--- config.mk ---
export PLATFORM = sky130hd
export DESIGN_NAME = spi_rdid_slave
export DESIGN_NICKNAME = d
export VERILOG_FILES = /design/src/rtl/spi_rdid_slave.sv
export SDC_FILE = /design/constraint.sdc
export NUM_CORES = 1
export LEC_CHECK = 0
export BUFFER_PORTS_ARGS = -buffer_cell sky130_fd_sc_hd__clkbuf_2
export CAP_MARGIN = 20
export CORE_MARGIN = 4
export CORE_UTILIZATION = 28
export CTS_CLUSTER_SIZE = 10
export DETAILED_ROUTE_END_ITERATION = 6
export SETUP_SLACK_MARGIN = 0.4
export SLEW_MARGIN = 20
export SYNTH_ARGS = -nofsm -noshare
export SYNTH_HDL_FRONTEND = slang
export SYNTH_SLANG_ARGS = --single-unit
--- constraint.sdc ---
create_clock -name clk -period 4.3 [get_ports clk]
set_input_delay 0.43 -clock clk [delete_from_list [all_inputs] [get_ports clk]]
set_output_delay 0.43 -clock clk [all_outputs]
set_load 0.05 [all_outputs]
--- src/rtl/spi_rdid_slave.sv ---
// SPI mode-0 RDID responder; returns DEVICE_ID on RDID_OPCODE.
// Define RDID_STATUS_READ_EN to add status_in and the 8'h05 status read.
module spi_rdid_slave #(
  parameter logic [23:0] DEVICE_ID   = 24'hEF4017,
  parameter logic [7:0]  RDID_OPCODE = 8'h9F,
  parameter int          SYNC_STAGES = 2
) (
  input  logic       clk,
  input  logic       reset,
  input  logic       chip_select,
  input  logic       sclk,
  input  logic       mosi,
  output logic       miso,
  output logic       miso_oe,
  output logic       inst_valid,
  output logic [7:0] inst_byte,
  output logic       rdid_done
`ifdef RDID_STATUS_READ_EN
  ,
  input  logic [7:0] status_in
`endif
);

  localparam logic [2:0] S_IDLE = 3'd0;
  localparam logic [2:0] S_RX   = 3'd1;
  localparam logic [2:0] S_ID   = 3'd2;
  localparam logic [2:0] S_IGN  = 3'd3;
  localparam logic [2:0] S_ST   = 3'd4;

  localparam logic [7:0] STATUS_OPCODE = 8'h05;

  logic [SYNC_STAGES-1:0] r_sclk_s;
  logic [SYNC_STAGES-1:0] r_cs_s;
  logic [SYNC_STAGES-1:0] r_mosi_s;
  logic                   r_sclk_d;

  logic [2:0]  r_state;
  logic [2:0]  r_bit_cnt;
  logic [7:0]  r_inst_sr;
  logic [4:0]  r_data_cnt;
  logic [23:0] r_tx_sr;

  logic        w_sclk;
  logic        w_cs;
  logic        w_mosi;
  logic        w_rise;
  logic        w_fall;
  logic [7:0]  w_rx_byte;
  logic        w_wrap;
  logic [23:0] w_reload;

  assign w_sclk    = r_sclk_s[SYNC_STAGES-1];
  assign w_cs      = r_cs_s[SYNC_STAGES-1];
  assign w_mosi    = r_mosi_s[SYNC_STAGES-1];
  assign w_rise    = w_sclk & ~r_sclk_d;
  assign w_fall    = ~w_sclk & r_sclk_d;
  assign w_rx_byte = {r_inst_sr[6:0], w_mosi};

`ifdef RDID_STATUS_READ_EN
  assign w_wrap   = (r_state == S_ST) ? (r_data_cnt == 5'd7)
                                      : (r_data_cnt == 5'd23);
  assign w_reload = (r_state == S_ST) ? {status_in, 16'h0000}
                                      : DEVICE_ID;
`else
  assign w_wrap   = (r_data_cnt == 5'd23);
  assign w_reload = DEVICE_ID;
`endif

  always_ff @(posedge clk or negedge reset) begin
    if (!reset) begin
      r_sclk_s <= '0;
      r_cs_s   <= '0;
      r_mosi_s <= '0;
      r_sclk_d <= 1'b0;
    end else begin
      r_sclk_s <= {r_sclk_s[SYNC_STAGES-2:0], sclk};
      r_cs_s   <= {r_cs_s[SYNC_STAGES-2:0], chip_select};
      r_mosi_s <= {r_mosi_s[SYNC_STAGES-2:0], mosi};
      r_sclk_d <= w_sclk;
    end
  end

  always_ff @(posedge clk or negedge reset) begin
    if (!reset) begin
      r_state    <= S_IDLE;
      r_bit_cnt  <= '0;
      r_inst_sr  <= '0;
      r_data_cnt <= '0;
      r_tx_sr    <= '0;
      miso       <= 1'b0;
      miso_oe    <= 1'b0;
      inst_valid <= 1'b0;
      inst_byte  <= 8'h00;
      rdid_done  <= 1'b0;
    end else begin
      inst_valid <= 1'b0;
      rdid_done  <= 1'b0;
      // Deselect has priority over any sclk edge seen in the same clk.
      if (r_state != S_IDLE && !w_cs) begin
        r_state    <= S_IDLE;
        r_bit_cnt  <= '0;
        r_inst_sr  <= '0;
        r_data_cnt <= '0;
        r_tx_sr    <= '0;
        miso       <= 1'b0;
        miso_oe    <= 1'b0;
      end else begin
        unique case (r_state)
          S_IDLE: begin
            if (w_cs) begin
              r_state   <= S_RX;
              r_bit_cnt <= '0;
              r_inst_sr <= '0;
            end
          end
          S_RX: begin
            if (w_rise) begin
              r_inst_sr <= w_rx_byte;
              r_bit_cnt <= r_bit_cnt + 3'd1;
              if (r_bit_cnt == 3'd7) begin
                inst_byte  <= w_rx_byte;
                inst_valid <= 1'b1;
                r_data_cnt <= '0;
                if (w_rx_byte == RDID_OPCODE) begin
                  r_state <= S_ID;
                  r_tx_sr <= DEVICE_ID;
`ifdef RDID_STATUS_READ_EN
                end else if (w_rx_byte == STATUS_OPCODE) begin
                  r_state <= S_ST;
                  r_tx_sr <= {status_in, 16'h0000};
`endif
                end else begin
                  r_state <= S_IGN;
                end
              end
            end
          end
          S_ID, S_ST: begin
            // Top bit goes out on each fall; reload makes the next fall restart.
            if (w_fall) begin
              miso    <= r_tx_sr[23];
              miso_oe <= 1'b1;
              r_tx_sr <= {r_tx_sr[22:0], 1'b0};
            end else if (w_rise) begin
              if (w_wrap) begin
                r_data_cnt <= '0;
                r_tx_sr    <= w_reload;
                rdid_done  <= (r_state == S_ID);
              end else begin
                r_data_cnt <= r_data_cnt + 5'd1;
              end
            end
          end
          S_IGN: begin
            miso    <= 1'b0;
            miso_oe <= 1'b0;
          end
          default: r_state <= S_IDLE;
        endcase
      end
    end
  end

  logic w_unused;
  assign w_unused = ^STATUS_OPCODE;

endmodule

; ---- Word level (Yosys, flattened, before mapping)
; Index checks and enable logic that the tools add are counted.
; Widths: inputs -> output; s select.
[op_classes]
n_addsub = 2
n_eq_ne = 17
muxes = 44
n_bitwise = 5
reduce_logical = 15
[ops]
columns = op, n
row1 = $mux 24, 7
row2 = $pmux 24 s2, 1
row3 = $mux 5, 6
row4 = $mux 3, 7
row5 = $mux 7, 3
row6 = $ne 3x3->1 const B, 7
row7 = $mux 1, 14
row8 = $pmux 7 s2, 1
row9 = $reduce_bool 3->1, 4
row10 = $pmux 5 s2, 1
row11 = $pmux 3 s3, 1
row12 = $eq 8x8->1 const B, 1
row13 = $ne 4x4->1 const B, 2
row14 = $reduce_and 4->1, 2
row15 = $eq 3x2->1 const B, 2
row16 = $eq 3x3->1 const B, 2
row17 = $pmux 3 s2, 1
row18 = $reduce_and 6->1, 1
row19 = $add 5x1->5 const B, 1
row20 = $eq 5x5->1 const B, 1
row21 = $reduce_and 5->1, 1
row22 = $pmux 1 s2, 2
row23 = $add 3x1->3 const B, 1
row24 = $eq 3x1->1 const B, 1
row25 = 10 further kinds, 13
[word_totals]
register_bits = 61
inputBits = 5
output_inout_bits = 12
wordCells = 97

; ---- Depth between registers and ports, before layout
; Gate-level depths: netlist of the first run.
[logic_depth]
word_depth = 6
depth_mapped = 7
ltp_nobuf = 6

; ---- Worst setup path after synthesis of the first run
; Ideal clock, no wire load.
[synth_path]
path_type = register to register
start = register r_bit_cnt[0]
end = register r_tx_sr[15]
setup_time_ps = 118
arrival_time_ps = 1740
slack_ps = 2442
path_stages_with_launch = 8
n_path_buf = 1
path_cell_list = dfrtp_1 > ha_1 > ha_1 > and4b_2 > a211oi_4 > buf_2 > nor4_1 > a21o_1
[synth_via]
elab_chain_len = 3
[synth_rtl]
columns = item, line
row1 = start: declaration, 38  ; logic [2:0] r_bit_cnt;
row2 = start signal: assignment, 119  ; r_bit_cnt <= r_bit_cnt + 3'd1;
row3 = $eq 3x3->1, 120  ; if (r_bit_cnt == 3'd7) begin
row4 = $ne 3x3->1 (no line), n/a
row5 = $reduce_and 6->1 (no line), n/a
row6 = end signal: assignment, 143  ; r_tx_sr <= {r_tx_sr[22:0], 1'b0};
row7 = end signal: assignment, 147  ; r_tx_sr <= w_reload;
row8 = end: declaration, 41  ; logic [23:0] r_tx_sr;
; No other way between the ends.
; A chain may end at the register's enable or synchronous reset.

; ---- Final worst setup path of the first run
; Ends and elaborated chain as after synthesis.

==> results.tsv, run 1 <==
metric	value	unit
status	finished, final reports clean	
ios	17	
synth_seq_area_share	55.0	%
max_slew_margin	44.2	%
synthCells	243	
dp_hpwl	3230	microns
routed_via_density	4.55	
antenna_found_initial	0	
crit_path_max_fanout	14	
fin_skew	0.00961	ns
finalPower	1.12	mW
grt.total_usage	10.2	%
first_iter_violations	84	
ys.flop_type	dfrtp_1	
dieHeight	107	microns
finalWorstSetupSlack	2.02	ns
cts_tree	yes	
synth_top_cell_by_area	dfrtp_1	
nFillCells	973	
yosys_warnings	0	
clock_sinks	60	
htreeDepth	3	
fin_crit	2.28	ns
pre_cts_slack	2.01	ns
mostFrequentLayoutCells	dfrtp_1, nand2_1, inv_1	
postPlaceCellArea	2900	sq um
swShare	25.1	%
insertion_delay	0.35	ns
finalSetupTns	0	ns
port-buffer-count	16	
crit_top_cell	ha_1	
synth.top_cells.by_area	dfrtp_1, mux2i_1, a21o_1, mux2_1, nand2_1	
area_growth	12.7	%
worst_ir_drop_vdd	0.000171	V
end_kind	flip-flop	
setup_violations	0	
rsz0062_at_grt	no	
finalWirelength	5040	microns
gp_congestion	0.810	
start_util	29.1	%
crit_slowest_cell	a211oi_4	
p_leak	1.55	nW
syn_nets	253	
synthArstFlopShare	100	%
yosysTopAreaCellShare	55.0	%
final_layout_size_suffix_gt1_share	15.9	%
dieWidth	107	microns
maxSlewViolCount	0	
cp_cell_sequence	ha_1, ha_1, and4b_2, a211oi_4, a211o_1, a21o_1	
stdcell_count	393	
core-area	9370	sq um
grt_max_degree	61	
stdcell_area	3070	sq um
hold_viol_final	0	
drt-pass1-iter-count	4	
dr_total_vias	1789	
antenna_cells	0	
pwr-share-comb	6.4	%
clk_pin_slew	0.07	ns
ctsRootBufferMaster	clkbuf_8	
maxCapViolCount	0	
cp.required	4.58	ns
gr-total-overflow	0	
fin_util	32.8	%
worst_pin_slew	0.834	ns
clockPowerShare	39.7	%
power_frac_seq	53.9	%
p_per_area	363	nW/um^2
holdWs	0.185	ns
cts_inserted_buffers	9	
rows	35	
final_common_cell	dfrtp_1	
grt_pass1_wl	9090	microns
syn_area_per_cell	11.2	sq um
wl_per_cell	12.8	microns
grt_pass1_vias	1833	
ctsHoldBuffers	0	
drc	0	
crit_type	flip-flop to flip-flop	
netlist_area	2730	sq um
p_int	0.836	mW
fin_nets	269	
cpPeakStageDelay	0.52	ns
post-route-period-util	53.1	%
cp-start-kind	flip-flop	
dieArea	11400	sq um
min_path_type	input port to flip-flop	
numPlacedInstances	377	
antenna_left	0	
fmax	0.438	GHz
p_sw	0.280	mW
synth_edf_count	0	
cts_resized	0	
arrival	2.57	ns
synth_seq_cells	60	
cts.path.max_buffers	2	
synth.distinct_cells	47	
cts_setup_buffers	0	
critical path: cells and delay by family (launching register included):
kind / cells / cell delay, ns
compound gates: 3 / 1.11
fa+ha+maj: 2 / 0.42
flops: 1 / 0.40
simple gates: 1 / 0.29
worst paths after layout:
check / cells after the start / from / end / slack, ns
worst max-delay path: 6 / r_bit_cnt[0] / r_tx_sr[15] / 2.02
worst max register to register: 6 / r_bit_cnt[0] / r_tx_sr[15] / 2.02
worst min-delay path: 1 / mosi / r_mosi_s[0] / 0.18
min in group asynchronous: 2 / reset / rdid_done / 0.24
worst min register to register: 0 / r_sclk_s[0] / r_sclk_s[1] / 0.35
max in group asynchronous: 2 / reset / r_sclk_d / 3.57
cell usage after synthesis (2+ instances only):
cell	count
o21ai_0	13
nor3b_1	2
inv_1	22
mux2_1	8
a21o_1	15
nand2_1	24
and4b_1	2
clkbuf_1	2
ha_1	5
nor4_1	4
nor2_1	13
inv_2	2
a211oi_4	2
a22o_1	2
o21ai_1	3
nand2b_1	3
mux2i_1	20
buf_4	2
nand3_1	4
dfrtp_1	60
nor3_1	2
buf_2	5
a21oi_1	3
buf_6	2
registers in the layout, indices dropped and copies added (netlist names):
signal,flops
r_mosi_s,2
r_data_cnt,5
miso,1
inst_valid,1
inst_byte,8
r_sclk_s,2
miso_oe,1
r_sclk_d,1
r_cs_s,2
rdid_done,1
r_state,2
r_tx_sr,24
r_inst_sr,7
r_bit_cnt,3
power groups by stage:
stage                     Clock (mW)  Sequential (mW)  Combinational, mW
after global routing           0.490            0.605             0.0848
after CTS                      0.462            0.601             0.0743
after detailed placement           0            0.612             0.0738
after floorplan                    0            0.607             0.0526
after global placement             0            0.611             0.0716
final                          0.443            0.601             0.0717
metal layers:
layer  GRT usage [%]  routed length (microns)  up-vias
li1                -                        -      867
met1            13.1                     2430      882
met2            15.0                     2260       28
met3            4.39                      243       12
met4            4.38                      112        0
met5               0                        0        -
kinds of logic after synthesis:
group                    Yosys count  synth area share [%]
flip-flops                        60                  55.0
multiplexers                      28                  10.6
buffers and inverters             36                  6.01
adder cells (fa/ha/maj)            5                  2.29
AO/OA/AOI/OAI                     48                  13.1
AND/OR/NAND/NOR                   66                  12.9
area by class of cell:
type | instances | area (sq um) | share of cell area [%]
multi-input cells | 147 | 1060 | 34.6
clock buffers | 12 | 145 | 4.72
well taps | 129 | 161 | 5.25
repair buffers | 17 | 87.6 | 2.85
flip-flops and latches | 60 | 1500 | 48.8
clock inverters | 4 | 25.0 | 0.814
inverters | 24 | 90.1 | 2.93
Note: power is estimated with default switching activity, not from simulation.
==> inputs of run 2 (changes only) <==
ABC_AREA = 1   (was not set)
clock period = 2.4 ns   (was 4.3 ns; I/O delays follow)
==> results.tsv, run 2 <==
metric	value	unit	change
status	finished, final reports clean		
yosys_warnings	0		unchanged
synth_top_cell_by_area	dfrtp_1		
fin_skew	0.00876	ns	-0.000844 ns
synth.distinct_cells	25		-47%
synth.top_cells.by_area	dfrtp_1, nand2_1, nand3_1, nor2_1, inv_1		
yosysTopAreaCellShare	53.5	%	-1.5 points
setup_violations	0		unchanged
synth_compound_area_share	4.68	%	-8.4 points
hold_viol_final	0		unchanged
grt.total_usage	10.3	%	+0.058 points
antenna_found_initial	0		unchanged
core-area	9770	sq um	+4.3%
syn_nets	348		+38%
crit_type	flip-flop to flip-flop		
p_leak	1.69	nW	+8.8%
synthMostInstantiatedCell	nand2_1		
drt-pass1-iter-count	4		unchanged
cts_tree	yes		
synth_edf_count	0		unchanged
synthSimpleGateAreaFrac	32.4	%	+20 points
ctsRootBufferMaster	clkbuf_8		
port-buffer-count	16		unchanged
highest-signal-layer	met4		
largest_reg_flops	24		unchanged
end_kind	flip-flop		
post-route-period-util	76.4	%	+23 points
rows	36		+2.9%
grt_max_degree	36		-41%
min_path_type	flip-flop to flip-flop		
wl_met1	2700	microns	+12%
gr-total-overflow	0		unchanged
cp.required	2.62	ns	-1.96 ns
p_per_area	813	nW/um^2	+120%
synth_top_family_by_area	simple AND/OR/NAND/NOR gates		
maxCapViolCount	0		unchanged
wl_met2	2470	microns	+9.2%
fmax	0.545	GHz	+24%
met3_length	138	microns	-43%
dieArea	11700	sq um	+2.7%
dieWidth	108	microns	+1.3%
worst_pin_slew	0.685	ns	-0.149 ns
antenna_cells	0		unchanged
antenna_left	0		unchanged
synth_seq_area_share	53.5	%	-1.5 points
fin_crit	1.83	ns	-0.449 ns
rsz0062_at_grt	no		
arrival	2.05	ns	-0.52 ns
routed_via_density	4.34		-4.6%
first_iter_violations	158		+88%
cp-start-kind	flip-flop		
synth_xor_area_share	0.312	%	+0.31 points
synthArstFlopShare	100	%	unchanged
ys.flop_type	dfrtp_1		
syn_area_per_cell	8.31	sq um	-26%
worst_ir_drop_vdd	0.000310	V	+81%
top_register	r_tx_sr		
crit_path_max_fanout	24		+10
grt_pass1_vias	2146		+17%
synthTopCellsByCount	nand2_1, dfrtp_1, nand3_1, nor2_1, inv_1		
cts.path.max_buffers	2		unchanged
finalSetupTns	0	ns	unchanged
grt_pass1_wl	9660	microns	+6.2%
drc	0		unchanged
start_util	28.7	%	-0.39 points
insertion_delay	0.34	ns	about the same
cts_resized	0		unchanged
area_growth	18.7	%	
clock_sinks	60		unchanged
dieHeight	108	microns	+1.3%
ios	17		unchanged
final_layout_size_suffix_gt1_share	15.7	%	-0.19 points
synthCells	338		+39%
final_common_cell	nand2_1		
gp_congestion	0.798		-1.5%
synth_adder_area_share	2.23	%	-0.064 points
holdWs	0.348	ns	+0.163 ns
htreeDepth	3		unchanged
wl_per_cell	10.8	microns	-16%
netlist_area	2810	sq um	+2.9%
mostFrequentLayoutCells	nand2_1, dfrtp_1, nand3_1		
synth_seq_cells	60		unchanged
top_regs	r_tx_sr: 24 flops, inst_byte: 8 flops, r_inst_sr: 7 flops		
finalPower	2.71	mW	+140%
finalWirelength	5400	microns	+7.2%
clk_pin_slew	0.06	ns	about the same
cts_inserted_buffers	9		unchanged
fin_nets	374		+39%
muxShareOfSynthArea	0	%	-11 points
dr_total_vias	2179		+22%
dp_hpwl	3680	microns	+14%
max_slew_margin	54.3	%	+10 points
maxSlewViolCount	0		unchanged
==> run 2: repair_timing <==
item,in CTS,in global routing
hold buffers,4,0
endpoints found under the setup margin,0,18
setup buffers,0,3
endpoints found under the hold margin,28,0
==> run 2: final timing paths <==
| path | startpoint | to | slack, ns | depth (start not counted) |
|---|---|---|---|---|
| hold / removal | r_sclk_s[0] | r_sclk_s[1] | 0.35 | 0 |
| setup reg to reg | r_data_cnt[0] | r_tx_sr[19] | 0.57 | 8 |
| hold reg to reg | r_sclk_s[0] | r_sclk_s[1] | 0.35 | 0 |
| min in group asynchronous | reset | inst_byte[5] | 0.47 | 2 |
| setup / recovery | r_data_cnt[0] | r_tx_sr[19] | 0.57 | 8 |
| max in group asynchronous | reset | r_tx_sr[15] | 1.30 | 3 |
==> run 2: final cells by class <==
cell class	instances	area, sq um
inverters	33	124
clock inverters	4	95.1
well taps	133	166
multi-input cells	234	1110
fillers	1025	6440
flip-flops and latches	60	1500
clock buffers	12	155
repair buffers	26	178
==> run 2: logic make-up after synthesis <==
| group | count (synthesis) |
|---|---|
| XOR/XNOR | 1 |
| flip-flops | 60 |
| AO/OA/AOI/OAI | 17 |
| buffers and inverters | 44 |
| adder cells (fa/ha/maj) | 5 |
| AND/OR/NAND/NOR | 211 |
==> run 2: worst max-delay path, stage by stage, from the launching register on <==
cell	delay, ns
dfrtp_1	0.42
ha_1	0.27
nand3_1	0.10
nor2_1	0.18
nor2_2	0.08
nor2_4	0.27
nand2_4	0.23
nand2_1	0.12
nand2_1	0.05
==> run 2: through the flow <==
stage | setup WS, ns | util, % | cells | instance area, sq um
floorplan | 0.903 | - | 338 | 2810
global placement | 0.563 | 30.9 | 479 | 3020
detailed placement | 0.546 | 30.9 | 479 | 3020
CTS | 0.537 | 33.9 | 499 | 3310
global route | 0.398 | 34.1 | 502 | 3330
finish | 0.567 | 34.1 | 502 | 3330
==> run 2: power breakdown <==
| group | internal (mW) | switching, mW | total [mW] |
|---|---|---|---|
| Clock | 0.745 | 0.388 | 1.13 |
| Sequential | 1.12 | 0.0664 | 1.18 |
| Combinational | 0.133 | 0.260 | 0.393 |
==> run 2: per-layer routing <==
metal  global-route usage (%)  vias to the layer above
li1                         -                     1112
met1                     13.4                     1035
met2                     15.9                       24
met3                     2.21                        8
met4                     5.68                        0
met5                        0                        -
